### src/rtl/wavelet_frame_serializer.sv
// Scans every wavelet filter-bank channel through the output multiplexer on each
// trigger, then ships a header/data/checksum frame out as 8N1 UART on o_tx.
module wavelet_frame_serializer #(
    parameter int                        NUM_CHANNELS   = 8,
    parameter int                        SUM_TRUNCATION = 8,
    parameter int                        SETTLE_CYCLES  = 2,
    parameter int                        CLKS_PER_BIT   = 16,
    parameter logic [SUM_TRUNCATION-1:0] HEADER_BYTE    = 8'hA5
) (
    input  logic                      clk,
    input  logic                      rst,
    input  logic                      i_trigger,
    input  logic [SUM_TRUNCATION-1:0] i_wavelet,
    output logic [7:0]                o_select_channel,
    output logic                      o_tx,
    output logic                      o_busy,
    output logic                      o_frame_done,
    output logic [7:0]                o_overrun_count
);

    localparam int W = SUM_TRUNCATION;

    typedef enum logic [2:0] {
        S_IDLE,
        S_SETTLE,
        S_CAPTURE,
        S_TX_START,
        S_TX_DATA,
        S_TX_STOP,
        S_DONE
    } state_t;

    localparam logic [15:0] BIT_LAST    = 16'(CLKS_PER_BIT - 1);
    localparam logic [15:0] SETTLE_LAST = 16'((SETTLE_CYCLES > 1) ? SETTLE_CYCLES - 2 : 0);
    localparam logic [7:0]  LAST_CH     = 8'(NUM_CHANNELS - 1);
    localparam logic [8:0]  LAST_BYTE   = 9'(NUM_CHANNELS + 1);
    localparam logic [7:0]  LAST_DBIT   = 8'(W - 1);
    // With a one-cycle settle the capture edge is the first edge after the select change.
    localparam state_t      SETTLE_ENTRY = (SETTLE_CYCLES > 1) ? S_SETTLE : S_CAPTURE;

    state_t         state_q;
    logic [15:0]    tmr_q;
    logic [7:0]     sel_q;
    logic [8:0]     byte_q;
    logic [7:0]     bit_q;
    logic [W-1:0]   shift_q;
    logic [W-1:0]   csum_q;
    logic [W-1:0]   buf_q [NUM_CHANNELS];
    logic           tx_q;
    logic           busy_q;
    logic           done_q;
    logic [7:0]     ovr_q;

    logic [W-1:0]   cur_byte;
    logic [7:0]     ovr_d;
    logic           bit_end;

    function automatic logic [7:0] sat_inc8(input logic [7:0] v);
        return (v == 8'hFF) ? v : v + 8'd1;
    endfunction

    always_comb begin
        cur_byte = HEADER_BYTE;
        if (byte_q == LAST_BYTE) cur_byte = csum_q;
        for (int i = 0; i < NUM_CHANNELS; i++) begin
            if (byte_q == 9'(i + 1)) cur_byte = buf_q[i];
        end
        ovr_d   = (i_trigger && busy_q) ? sat_inc8(ovr_q) : ovr_q;
        bit_end = (tmr_q == BIT_LAST);
    end

    always_ff @(posedge clk) begin
        if (rst) begin
            state_q <= S_IDLE;
            tmr_q   <= '0;
            sel_q   <= '0;
            byte_q  <= '0;
            bit_q   <= '0;
            shift_q <= '0;
            csum_q  <= '0;
            tx_q    <= 1'b1;
            busy_q  <= 1'b0;
            done_q  <= 1'b0;
            ovr_q   <= '0;
            for (int i = 0; i < NUM_CHANNELS; i++) buf_q[i] <= '0;
        end else begin
            ovr_q  <= ovr_d;
            done_q <= 1'b0;
            case (state_q)
                S_IDLE, S_DONE: begin
                    state_q <= S_IDLE;
                    if (i_trigger) begin
                        state_q <= SETTLE_ENTRY;
                        sel_q   <= '0;
                        tmr_q   <= '0;
                        busy_q  <= 1'b1;
                        csum_q  <= HEADER_BYTE;
                    end
                end
                S_SETTLE: begin
                    tmr_q <= tmr_q + 16'd1;
                    if (tmr_q == SETTLE_LAST) state_q <= S_CAPTURE;
                end
                S_CAPTURE: begin
                    for (int i = 0; i < NUM_CHANNELS; i++) begin
                        if (sel_q == 8'(i)) buf_q[i] <= i_wavelet;
                    end
                    csum_q <= csum_q ^ i_wavelet;
                    tmr_q  <= '0;
                    if (sel_q == LAST_CH) begin
                        sel_q   <= '0;
                        byte_q  <= '0;
                        tx_q    <= 1'b0;
                        state_q <= S_TX_START;
                    end else begin
                        sel_q   <= sel_q + 8'd1;
                        state_q <= SETTLE_ENTRY;
                    end
                end
                S_TX_START: begin
                    tmr_q <= tmr_q + 16'd1;
                    if (bit_end) begin
                        tmr_q   <= '0;
                        tx_q    <= cur_byte[0];
                        shift_q <= cur_byte >> 1;
                        bit_q   <= '0;
                        state_q <= S_TX_DATA;
                    end
                end
                S_TX_DATA: begin
                    tmr_q <= tmr_q + 16'd1;
                    if (bit_end) begin
                        tmr_q <= '0;
                        if (bit_q == LAST_DBIT) begin
                            tx_q    <= 1'b1;
                            state_q <= S_TX_STOP;
                        end else begin
                            tx_q    <= shift_q[0];
                            shift_q <= shift_q >> 1;
                            bit_q   <= bit_q + 8'd1;
                        end
                    end
                end
                S_TX_STOP: begin
                    tmr_q <= tmr_q + 16'd1;
                    if (bit_end) begin
                        tmr_q <= '0;
                        if (byte_q == LAST_BYTE) begin
                            busy_q  <= 1'b0;
                            done_q  <= 1'b1;
                            state_q <= S_DONE;
                        end else begin
                            // Next start bit follows the stop bit with no idle gap.
                            byte_q  <= byte_q + 9'd1;
                            tx_q    <= 1'b0;
                            state_q <= S_TX_START;
                        end
                    end
                end
                default: state_q <= S_IDLE;
            endcase
        end
    end

    assign o_select_channel = sel_q;
    assign o_tx             = tx_q;
    assign o_busy           = busy_q;
    assign o_frame_done     = done_q;
    assign o_overrun_count  = ovr_q;

endmodule

### config.mk
export PLATFORM = sky130hd
export DESIGN_NAME = wavelet_frame_serializer
export DESIGN_NICKNAME = d
export VERILOG_FILES = /design/src/rtl/wavelet_frame_serializer.sv
export SDC_FILE = /design/constraint.sdc
export NUM_CORES = 1
export LEC_CHECK = 0
export CORE_ASPECT_RATIO = 0.7
export CORE_MARGIN = 4
export CORE_UTILIZATION = 61
export CTS_BUF_LIST = sky130_fd_sc_hd__clkbuf_16
export CTS_CLUSTER_SIZE = 28
export DETAILED_ROUTE_END_ITERATION = 6
export PLACE_DENSITY = 0.8
export SLEW_MARGIN = 5
export SYNTH_ARGS = -nofsm -noshare
export SYNTH_HDL_FRONTEND = slang
export SYNTH_SLANG_ARGS = --single-unit
### constraint.sdc
create_clock -name clk -period 3.54 [get_ports clk]
set_clock_uncertainty 0.05 [all_clocks]
set_input_delay 0.708 -clock clk [delete_from_list [all_inputs] [get_ports clk]]
set_output_delay 0.708 -clock clk [all_outputs]
set_load 0.005 [all_outputs]
# After elaboration in Yosys (flattened, before gate mapping)
# Memories as Yosys holds them, arrays and structs flattened.
# Index checks and enable logic that the tools add are counted.
# classes
muxes,92
n_bitwise,12
reduce_logical,21
addsub,5
eq_ne,35
# ops
op,count
8-bit 2-to-1 mux,26
16-bit one-hot mux with 4 select lines,1
8-bit one-hot mux with 2 select lines,4
1-bit 2-to-1 mux,45
"8-bit by 3-bit equality test with 1-bit output, second input constant",5
"9-bit by 3-bit equality test with 1-bit output, second input constant",4
16-bit 2-to-1 mux,2
9-bit 2-to-1 mux,3
"8-bit by 1-bit adder with 8-bit output, second input constant",3
"2-bit inequality test, second input constant",10
"9-bit by 2-bit equality test with 1-bit output, second input constant",2
"9-bit by 4-bit equality test with 1-bit output, second input constant",2
3-bit 2-to-1 mux,6
3-bit one-hot mux with 6 select lines,1
9-bit one-hot mux with 2 select lines,1
"16-bit by 1-bit adder with 16-bit output, second input constant",1
"16-bit by 4-bit equality test with 1-bit output, second input constant",1
"8-bit by 2-bit equality test with 1-bit output, second input constant",2
16-bit logical NOT,1
4-bit AND reduction,3
"9-bit by 1-bit adder with 9-bit output, second input constant",1
"3-bit equality test, second input constant",3
"9-bit by 1-bit equality test with 1-bit output, second input constant",1
"8-bit by 1-bit equality test with 1-bit output, second input constant",1
other kinds (19),36
# totals
elab_cells,177
mem_bits_rw,64
n_memories,1
inputBits,11
output_inout_bits,19
regBits,71
# mem_list
memory,words,word_bits,rd,rd_clocked_by_memory_dff,write_ports,line,source
buf_q,8,8,8,0,8,48,logic [W-1:0] buf_q [NUM_CHANNELS];

# Depth between registers and ports, before layout
# logic_depth
ltp_word,12
depth_mapped,9

# Worst setup path before layout
# No wires, ideal clock.
# synth_timing
kind,register -> register
from,register byte_q[4]
to,register shift_q[0]
path_stages_with_launch,9
period_less_slack_ps,2515
path_slack_ps,1025
setup_time_ps,74
arrival_time_ps,2391
path_cell_list,dfxtp_1 -> or4_1 -> buf_2 -> or4_4 -> buf_6 -> nor2_1 -> a21oi_1 -> or4b_1 -> a31oi_1
# synth_via
elab_chain_cells,12
word_cells_on_any_way,20
# synth_rtl
element,line,source
"start, declared",44,logic [8:0] byte_q;
"start signal, assigned",154,byte_q <= byte_q + 9'd1;
9-bit by 4-bit equality test with 1-bit output,64,if (byte_q == LAST_BYTE) cur_byte = csum_q;
8-bit 2-to-1 mux,64,
8-bit 2-to-1 mux (7 in a row),66,if (byte_q == 9'(i + 1)) cur_byte = buf_q[i];
8-bit 2-to-1 mux *,66,
8-bit 2-to-1 mux *,122,if (bit_end) begin
8-bit one-hot mux with 2 select lines *,89,case (state_q)
"end signal, assigned",125,shift_q <= cur_byte >> 1;
"end signal, assigned",139,shift_q <= shift_q >> 1;
"end, declared",46,logic [W-1:0] shift_q;
# Every way passes the cells marked *; elsewhere a longest branch is shown, timed or not. The select of a mux whose other input is x is not followed.
# A chain may end at the register's enable or synchronous reset.

# Final worst setup path
# layout_timing
from,register byte_q[1]
to,register shift_q[0]
# Same word-level chain as after synthesis.

==> metrics.md <==
| Metric | Value |
|---|---|
| Placed Cells | `~830` |
| EDFF count, synth | `64` |
| Number of optimization iterations in the first detailed-route pass | `5` |
| Hold-fix buffers at CTS | `0` |
| Syn_nets | `just over 700` |
| Synth Cell Area | `roughly 0.0066 sq mm` |
| Count of unique library cells instantiated by Yosys | `64` |
| CTS sink count | `around 130` |
| Die Wd | `132 microns` |
| Flop pwr share | `45.2%` |
| Yosys Warn Count | `0` |
| FF/Latch Area | `approximately 0.0033 sq mm` |
| Floorplan die area | `roughly 0.013 sq mm` |
| Final Hold Fails | `0` |
| Part of the power in the clock network | `49.0%` |
| Critical path start-end classification | `reg2reg` |
| Sort of element at the end of the critical path | `flop` |
| Placer's final routability congestion estimate | `slightly above 0.9` |
| Total GRT Usage | `28.0%` |
| Effective utilization at floorplan | `between 60% and 70%` |
| Dominant synthesized flop cell | `sky130_fd_sc_hd__dfxtp_1` |
| Pre-CTS WS | `635 ps` |
| Count of inserted antenna diode cells | `0` |
| Detailed placement HPWL | `around 12000 microns` |
| Fraction of power spent switching nets | `23.1%` |
| Max_slew headroom | `a little under a third` |
| WL final | `16900 microns` |
| Final slew viol count | `0` |
| Clock edge transition at the registers on the reported setup and hold paths | `~60 ps` |
| Vias/cell | `roughly 6.3` |
| Total power draw | `about 3.8 mW` |
| Flip-flop and latch count after synthesis | `134` |
| H-tree depth reported by CTS | `4` |
| Worst-path fanout max | `14` |
| Final hold slack | `about 430 ps` |
| Global-route wire length before repair | `~27000 microns` |
| TritonCTS clock tree | `yes` |
| Insertion delay of the later-clocked pin in the worst-skew pair | `approximately 420 ps` |
| Iteration-0 DRC count of the detailed router | `581` |
| Number of nets at the end of the flow | `~740` |
| Number of clock buffers inserted by TritonCTS | `17` |
| Remaining antenna violation count after routing | `0` |
| Post-DP Area | `between 0.006 and 0.007 sq mm` |
| Post-synthesis average cell area | `between 9 and 10 sq um` |
| Proportion of power drawn by combinational gates | `about 5.7%` |
| Max-capacitance violation count | `0` |
| Net switching power | `approximately 0.88 mW` |
| Leakage power summed over all cells | `2.70 nW` |
| Top-Level Pins | `30` |
| Timing-limited maximum frequency | `around 350 MHz` |
| # setup viols final | `0` |
| Setup Total Neg Slack | `0 ps` |
| Vias | `between 5000 and 6000` |
| Via count of the first global-routing pass | `slightly above 5000` |
| Leftover overflow at the end of global routing | `0` |
| Area used by multi-input combinational logic | `approximately 0.0030 sq mm` |
| Number of buffers inserted by post-CTS setup repair | `0` |
| Share of synthesized registers carrying an async set or reset | `0%` |
| Class of the most critical hold timing path | `reg2reg` |
| Die outline height | `between 90 and 100 microns` |
| DRC violation count after routing | `0` |
| Number of antenna violations at the first check in global routing | `0` |
| RSZ-0062 raised after global routing | `no` |
| Status | `completed` |
| Least-Margin Pin Slew | `between 1000 and 1500 ps` |
| Count of standard-cell rows | `31` |
| Required time of the worst setup path | `around 3800 ps` |
| Kind of launch point of the worst setup path | `flop` |
| Core ar. | `0.0104 sq mm` |
| I/O Buffers | `29` |
| Largest net degree at the start of global routing | `58` |
| Worst EP arrival | `roughly 3200 ps` |
| Peak supply drop | `~0.00043 V` |
| Period utilization | `roughly four fifths` |
| Deepest clock path buffer count | `2` |
| Worst Setup Slack, final | `approximately 680 ps` |
| Root buffer selected by CTS | `sky130_fd_sc_hd__clkbuf_16` |
| Utilization after layout | `roughly 73%` |
| Power Density | `slightly above 500 mW/mm^2` |
| Sequential share of the synthesized area | `between 50% and 60%` |
| Post-synthesis cell count | `slightly below 700` |
| PostCTS Resize Cnt | `0` |
| Count of non-filler cells in the finished layout | `about 870` |
| Area growth, synth to finish | `15.0%` |
| Share of layout cells above drive strength 1 | `under 10%` |
| Fill cell instance count of the final layout | `750` |
| Post-DR wirelength/cell | `slightly below 20 microns` |
| Non-Filler Cell Area, Final | `about 0.0076 sq mm` |
| Minimum clock period after layout | `2860 ps` |
| Internal power contribution | `2.93 mW` |
[cells in the mapped netlist (all sizes together) (7+ instances only)]
library cell  number  area, sq um
nand4             12         75.1
clkbuf            24          100
edfxtp            64         1920
nand3             22          110
nor3              25          125
nand2             52          195
o22ai             12         75.1
a31oi              8         50.1
ha                12          150
or4                7         56.3
buf                9         77.6
inv               22         82.6
nor2             122          458
nor4               7         73.8
o21ai             28          140
a22oi              8         60.1
nand2b            19          119
xnor2             13          114
mux2i              8         80.1
or3               10         65.1
and3               8         50.1
dfxtp             70         1400
xor2              29          254
a21oi             39          195
[cell usage in the layout, fill, tap and decap left out, types with 4 or more instances in the layout]
cell and instances:
sky130_fd_sc_hd__or3b_2 5, sky130_fd_sc_hd__o21ai_0 28, sky130_fd_sc_hd__xnor2_1 13, sky130_fd_sc_hd__ha_1 12, sky130_fd_sc_hd__a31oi_1 8, sky130_fd_sc_hd__dfxtp_1 70, sky130_fd_sc_hd__nand2_1 52, sky130_fd_sc_hd__a21oi_1 39
sky130_fd_sc_hd__clkdlybuf4s50_1 28, sky130_fd_sc_hd__inv_1 24, sky130_fd_sc_hd__clkinv_4 6, sky130_fd_sc_hd__buf_4 9, sky130_fd_sc_hd__nand4_1 12, sky130_fd_sc_hd__nand3_1 22, sky130_fd_sc_hd__xor2_1 29, sky130_fd_sc_hd__mux2i_1 8
sky130_fd_sc_hd__nor3_1 24, sky130_fd_sc_hd__a22oi_1 8, sky130_fd_sc_hd__edfxtp_1 64, sky130_fd_sc_hd__a31o_2 5, sky130_fd_sc_hd__nand2b_1 19, sky130_fd_sc_hd__or3_1 8, sky130_fd_sc_hd__or4_1 6, sky130_fd_sc_hd__nor4_1 5
sky130_fd_sc_hd__clkbuf_16 20, sky130_fd_sc_hd__and3_1 8, sky130_fd_sc_hd__nor2b_1 4, sky130_fd_sc_hd__nor2_1 122, sky130_fd_sc_hd__o22ai_1 12
[layout make-up]
cell class | count | share of cell area [%]
tap | 132 | 2.18
clock inverter | 12 | 1.85
inverter | 22 | 1.09
timing repair buffer | 38 | 4.66
clock buffer | 20 | 6.61
multi-input combinational | 507 | 39.8
sequential | 134 | 43.9
[path summary, 6_finish.rpt]
path	startpoint	endpoint	slack, ps	cells past startpoint
setup / recovery	byte_q[1]	shift_q[0]	680	8
hold reg to reg	shift_q[6]	shift_q[6]	430	2
setup reg to reg	byte_q[1]	shift_q[0]	680	8
hold / removal	shift_q[6]	shift_q[6]	430	2
[metal layers]
layer  vias up  part of all wire (%)  track usage (%)
met3        29                   9.2             7.56
li1       2542                     -                -
met2       261                    43             42.1
met1      2606                    46             40.4
met4         0                   1.8             7.70
met5         -                     0                0
[kinds of logic after synthesis]
family	count (synthesis)	synth area share, %
and+or+nand+nor	313	23.6
AOI/OAI and AO/OA	130	12.6
buffers and inverters	55	3.95
xor gates and xnor gates	42	5.58
adders and majority gates	12	2.28
muxes	10	1.56
DFF	134	50.4
[power by group through the flow]
| stage | combinational, mW | clock [mW] | sequential [mW] |
|---|---|---|---|
| floorplan | 0.151 | 0 | 1.73 |
| global placement | 0.205 | 0 | 1.75 |
| detailed placement | 0.213 | 0 | 1.76 |
| CTS | 0.217 | 1.88 | 1.72 |
| global route | 0.241 | 1.95 | 1.73 |
| finish | 0.219 | 1.87 | 1.73 |
[registers in the layout (all words and copies together) (netlist names), 7 cells and up]
register / count
o_select_channel: 8
buf_q: 64
o_overrun_count: 8
bit_q: 8
byte_q: 9
shift_q: 7
csum_q: 8
tmr_q: 16
[critical path, cell delays in order, from the launching register on]
cell and delay, ps:
sky130_fd_sc_hd__dfxtp_1 370, sky130_fd_sc_hd__inv_1 120, sky130_fd_sc_hd__ha_1 520, sky130_fd_sc_hd__or2b_1 290
sky130_fd_sc_hd__or4_4 540, sky130_fd_sc_hd__nor2_1 170, sky130_fd_sc_hd__a21oi_1 60, sky130_fd_sc_hd__or4b_1 500
sky130_fd_sc_hd__a31oi_1 160
Power figures use the tool's default switching activity.
